File: src/rtl/pipelined_shifter.sv
// rtl/pipelined_shifter.sv - pipelined shl/lshr/ashr/rotl shifter with valid/ready handshake
// Optional O_lost output enabled by defining PIPELINED_SHIFTER_LOST_EN.
module pipelined_shifter #(
    parameter int WIDTH = 8,
    parameter int PIPE  = 2
) (
    input  logic             CLK,
    input  logic             ASYNCRESETN,
    input  logic [WIDTH-1:0] I0,
    input  logic [WIDTH-1:0] I1,
    input  logic [1:0]       MODE,
    input  logic             I_valid,
    output logic             I_ready,
    output logic [WIDTH-1:0] O,
    output logic             O_valid,
    input  logic             O_ready
`ifdef PIPELINED_SHIFTER_LOST_EN
    ,
    output logic             O_lost
`endif
);

    localparam int L = $clog2(WIDTH);

    localparam logic [1:0] M_SHL  = 2'd0;
    localparam logic [1:0] M_LSHR = 2'd1;
    localparam logic [1:0] M_ASHR = 2'd2;
    localparam logic [1:0] M_ROTL = 2'd3;

    function automatic logic [WIDTH-1:0] shift_by(input logic [WIDTH-1:0] d,
                                                  input logic [1:0] m,
                                                  input int s);
        case (m)
            M_SHL:   return d << s;
            M_LSHR:  return d >> s;
            M_ASHR:  return WIDTH'($signed(d) >>> s);
            default: return (d << s) | (d >> (WIDTH - s));
        endcase
    endfunction

`ifdef PIPELINED_SHIFTER_LOST_EN
    // Bits that fall off the end in one partial shift step of size s.
    function automatic logic step_lost(input logic [WIDTH-1:0] d,
                                       input logic [1:0] m,
                                       input int s);
        logic [WIDTH-1:0] ones;
        ones = '1;
        case (m)
            M_SHL:   return |(d & ~(ones >> s));
            M_LSHR:  return |(d & ~(ones << s));
            M_ASHR:  return |((d ^ {WIDTH{d[WIDTH-1]}}) & ~(ones << s));
            default: return 1'b0;
        endcase
    endfunction

    function automatic logic range_lost(input logic [WIDTH-1:0] d, input logic [1:0] m);
        case (m)
            M_SHL, M_LSHR: return |d;
            M_ASHR:        return d != {WIDTH{d[WIDTH-1]}};
            default:       return 1'b0;
        endcase
    endfunction
`endif

    logic adv;
    logic rdy_q;

    logic [WIDTH-1:0] d_o   [PIPE];
    logic [1:0]       m_o   [PIPE];
    logic [L-1:0]     a_o   [PIPE];
    logic             oor_o [PIPE];
    logic             v_o   [PIPE];
`ifdef PIPELINED_SHIFTER_LOST_EN
    logic             l_o   [PIPE];
`endif

    assign O_valid = v_o[PIPE-1];
    assign O       = d_o[PIPE-1];
    assign adv     = !O_valid || O_ready;
    assign I_ready = rdy_q && adv;
`ifdef PIPELINED_SHIFTER_LOST_EN
    assign O_lost  = l_o[PIPE-1];
`endif

    // Keeps I_ready low until the first clock edge after reset is released.
    always_ff @(posedge CLK or negedge ASYNCRESETN) begin
        if (!ASYNCRESETN) begin
            rdy_q <= 1'b0;
        end else begin
            rdy_q <= 1'b1;
        end
    end

    for (genvar k = 0; k < PIPE; k++) begin : g_stage
        localparam int LO = (k * L) / PIPE;
        localparam int HI = ((k + 1) * L) / PIPE;
        localparam int NB = HI - LO;

        logic [WIDTH-1:0] di, dn, dq;
        logic [1:0]       mi, mq;
        logic [L-1:0]     ai, aq;
        logic             oi, oq;
        logic             vi, vq;
        logic [WIDTH-1:0] dc [NB+1];
`ifdef PIPELINED_SHIFTER_LOST_EN
        logic             li, ln, lq;
        logic             lc [NB+1];
`endif

        if (k == 0) begin : g_head
            assign di = I0;
            assign mi = MODE;
            assign ai = I1[L-1:0];
            assign oi = |I1[WIDTH-1:L];
            assign vi = I_valid && rdy_q;
`ifdef PIPELINED_SHIFTER_LOST_EN
            assign li = oi && range_lost(I0, MODE);
`endif
        end else begin : g_body
            assign di = d_o[k-1];
            assign mi = m_o[k-1];
            assign ai = a_o[k-1];
            assign oi = oor_o[k-1];
            assign vi = v_o[k-1];
`ifdef PIPELINED_SHIFTER_LOST_EN
            assign li = l_o[k-1];
`endif
        end

        // Each stage applies only its own slice of the amount bits, low bits first.
        assign dc[0] = di;
`ifdef PIPELINED_SHIFTER_LOST_EN
        assign lc[0] = li;
`endif
        for (genvar j = 0; j < NB; j++) begin : g_bit
            assign dc[j+1] = ai[LO+j] ? shift_by(dc[j], mi, 2 ** (LO + j)) : dc[j];
`ifdef PIPELINED_SHIFTER_LOST_EN
            assign lc[j+1] = lc[j] || (ai[LO+j] && step_lost(dc[j], mi, 2 ** (LO + j)));
`endif
        end

        // Out-of-range amounts override the partial shifts once all slices are applied.
        if (k == PIPE - 1) begin : g_tail
            assign dn = (oi && mi != M_ROTL)
                      ? ((mi == M_ASHR) ? {WIDTH{di[WIDTH-1]}} : '0)
                      : dc[NB];
        end else begin : g_pass
            assign dn = dc[NB];
        end
`ifdef PIPELINED_SHIFTER_LOST_EN
        assign ln = lc[NB];
`endif

        always_ff @(posedge CLK or negedge ASYNCRESETN) begin
            if (!ASYNCRESETN) begin
                vq <= 1'b0;
                dq <= '0;
                mq <= '0;
                aq <= '0;
                oq <= 1'b0;
`ifdef PIPELINED_SHIFTER_LOST_EN
                lq <= 1'b0;
`endif
            end else if (adv) begin
                vq <= vi;
                dq <= dn;
                mq <= mi;
                aq <= ai;
                oq <= oi;
`ifdef PIPELINED_SHIFTER_LOST_EN
                lq <= ln;
`endif
            end
        end

        assign d_o[k]   = dq;
        assign m_o[k]   = mq;
        assign a_o[k]   = aq;
        assign oor_o[k] = oq;
        assign v_o[k]   = vq;
`ifdef PIPELINED_SHIFTER_LOST_EN
        assign l_o[k]   = lq;
`endif
    end

endmodule

File: config.mk
export PLATFORM = sky130hd
export DESIGN_NAME = pipelined_shifter
export DESIGN_NICKNAME = d
export VERILOG_FILES = /design/src/rtl/pipelined_shifter.sv
export SDC_FILE = /design/constraint.sdc
export NUM_CORES = 1
export LEC_CHECK = 0
export ABC_CLOCK_PERIOD_IN_PS = 2400
export CAP_MARGIN = 0
export CORE_MARGIN = 1
export CORE_UTILIZATION = 50
export CTS_CLUSTER_DIAMETER = 80
export DETAILED_ROUTE_END_ITERATION = 7
export PLACE_DENSITY = 0.8
export SYNTH_ARGS = -nofsm -noshare
export SYNTH_HDL_FRONTEND = slang
export SYNTH_SLANG_ARGS = --single-unit
export TNS_END_PERCENT = 10
File: constraint.sdc
create_clock -name CLK -period 2.4 [get_ports CLK]
set_clock_uncertainty 0.05 [all_clocks]
set_input_delay 0.36 -clock CLK [delete_from_list [all_inputs] [get_ports CLK]]
set_output_delay 0.36 -clock CLK [all_outputs]
set_load 0.01 [all_outputs]
==> results by group <==
Pwr
  • Clock Power Share: 22.4%
  • Power Internal: 885 µW
  • Maximum vdd drop: about 0.3 mV
  • Flop pwr share: 43.8%
  • Psw: 417 µW
  • Leak: approximately 0.0009 µW
  • Power Density: 642 nW/µm²
  • Sw frac: between 30% and 40%
  • Total Power: 1300 µW
  • Comb power frac: around a third

CTS
  • Hold_buf cts: 0
  • Post CTS Setup Buffer Count: 0
  • Clk Latency, worst-skew pair: 0.33 ns
  • Clock Sinks: 24
  • Max Root-Sink Buffers: 2
  • H-tree depth: 1
  • Worst-path clk slew: around 0.14 ns
  • Resized cells post-CTS: 0
  • CTS tree: yes
  • CTS root buf: clkbuf_4
  • CTS Buf Count: 3

Placed design
  • Dpl cell area: 1970 µm²
  • Placement Setup Slack: between 0.3 and 0.4 ns
  • DP HPWL: 2860 µm
  • I/O Buffers: 31
  • Routability cong.: 0.851

STA
  • FMAX: 0.490 GHz
  • Minimum clock period after layout: roughly 2.0 ns
  • Hold Vio Cnt, Final: 0
  • Final Slew Violations: 0
  • Final Cycle Share: between 80% and 90%
  • Setup TNS: 0 ns
  • Final setup fails: 0
  • Relative slew slack: a little over 50%
  • RSZ-0062 raised after global routing: false
  • PnR worst setup slack: 0.361 ns
  • Slew @ Worst Pin: between 0.7 and 0.8 ns

Worst setup path
  • Critical path's slowest cell: clkdlybuf4s50_1
  • Worst r2r path cells: 4
  • Buffers & Inverters on Critical Path: 2
  • Worst path most repeated cell: clkdlybuf4s50_1
  • Worst R2R Start: g_stage[0].mq[0]
  • Worst path max stage delay: between 0.5 and 0.6 ns
  • Max Fanout on Critical Path: 2
  • Crit path arrival time: 1.63 ns
  • Worst R2R End: O[6]
  • Top cell family by delay on the critical path: buffers and inverters
  • CP endpoint kind: output pin
  • Crit path cell chain: clkdlybuf4s50_1, nand2b_1, and2_1, clkdlybuf4s50_1
  • Startpoint types: primary input
  • R2R setup slack: 0.44 ns
  • CP Class: in -> out
  • Worst EP required: 1.99 ns

Drt
  • WL/cell: 15.0 µm
  • Vias: 1488
  • DRT iter0 DRCs: 97
  • Detailed Routing Iterations Pass 1: 4
  • Drt total wl: 3770 µm
  • DR vias/cell: a little under 6
  • Final routed DRC violation total: 0
  • Routed Antenna Nets: 0

Synth
  • Post-Syn Area: around 1700 µm²
  • Distinct cell type count after synthesis: 51
  • Synth warn: 0
  • Syn Inst Count: 185
  • Avg Cell Area, Syn: about 9 µm²
  • Post-synth ARST share: 100%
  • Register area share after synthesis: 36.1%
  • Net Count, Synth: 207
  • Yosys reg bits: 24
  • Ys flop type: dfrtp_1
  • Post-synth EDFFs: 0

Final layout
  • Share of cells above drive strength 1: a little under a tenth
  • Most frequent cells in the layout: clkdlybuf4s50_1, dfrtp_1, nor2_1
  • Most common cell after layout, fill and taps aside: clkdlybuf4s50_1
  • Finished Cell Area: 2030 µm²
  • Diodes inserted: 0
  • NumNets Final: 231
  • Synth-to-layout area growth: 21.8%

Global route
  • GR Overflow Total: 0
  • Initial antenna violation count: 0
  • Vias in the first global route: approximately 1400
  • Largest net degree at the start of global routing: 25
  • Gr usage total: 23.9%
  • First-pass GRT wire length: around 6300 µm

Job
  • MaxCap Viol Count: 0

Die
  • Core ar.: roughly 3100 µm²
  • Total die area: 3560 µm²
  • Die H: 59.7 µm
  • IO Count: 32
  • Die width: 59.7 µm
  • # rows: 20
  • Initial core utilization: 53.6%

Run status
  • Status: completed

Min path
  • Hold Path Class: in -> async
[layer usage]
metal	up-vias	GRT usage (%)	routed length, µm
li1	720	-	-
met4	0	13.6	137
met3	11	3.68	104
met2	39	40.5	1910
met5	-	0	0
met1	718	28.7	1630
[power groups by stage]
stage,combinational [µW],sequential (µW),clock [µW]
global route,485,582,315
finish,441,570,291
detailed placement,443,578,0
CTS,445,569,300
global placement,429,571,0
floorplan,300,541,0
[cells in the mapped netlist, types with 2 or more instances]
cell / instances / area share, %
a21oi_1: 4 / 1.2
clkbuf_1: 7 / 1.6
buf_2: 5 / 1.5
o2111ai_1: 2 / 1.1
nand2b_1: 6 / 2.3
nor2b_1: 2 / 0.75
o211ai_1: 3 / 1.4
a31oi_1: 5 / 1.9
a211oi_1: 9 / 4.1
nand2_1: 19 / 4.3
buf_4: 2 / 0.90
mux2i_1: 12 / 7.2
a21o_1: 7 / 3.2
nand3_1: 5 / 1.5
or2_2: 2 / 0.75
nor4_1: 2 / 0.75
inv_1: 3 / 0.68
nor2_1: 20 / 4.5
mux2_2: 4 / 2.7
and2_1: 2 / 0.75
a221oi_1: 2 / 1.1
dfrtp_1: 24 / 36
a211o_1: 4 / 2.1
o21ai_0: 6 / 1.8
and2b_1: 2 / 0.90
[state kept, by name, indices dropped and copies added (netlist names)]
name,cells
g_stage.aq,2
rdy_q,1
g_stage.mq,2
O,8
g_stage.oq,1
O_valid,1
g_stage.vq,1
g_stage.dq,8
[area by class of cell]
cell class	instances	area [µm²]
Multi-Input combinational cell	143	975
Clock buffer	3	22.5
Sequential cell	24	601
Tap cell	44	55.1
Clock inverter	1	30.0
Fill cell	280	1080
Inverter	3	11.3
Timing Repair Buffer	34	333
[worst max path at each step]
stage                     startpoint      end  depth (start not counted)
floorplan                    O_valid  I_ready                          4
global placement             O_ready  I_ready                          4
detailed placement           O_ready  I_ready                          4
CTS                          O_ready  I_ready                          4
global route        g_stage[0].mq[0]     O[4]                          4
finish                       O_ready  I_ready                          4
[per-stage QoR]
stage	util, %	hold WS (ns)	cells
2_1_floorplan	-	0.0144	185
3_3_place_gp	63.6	0.393	248
3_5_place_dp	63.6	0.413	248
4_1_cts	65.3	0.318	252
5_1_grt	65.3	0.336	252
6_report	65.3	0.321	252
[cell families (layout without fill, tap and decap cells)]
logic type	after synthesis	after routing	share of synthesized area, %
compound gates	54	54	24.0
xor+xnor	3	3	3.16
fa+ha+maj	1	1	0.602
buf+inv	18	41	5.34
flops	24	24	36.1
mux	17	17	10.8
other cells	1	1	0.225
simple gates	67	67	19.8
Note: power is estimated with default switching activity, not from simulation.
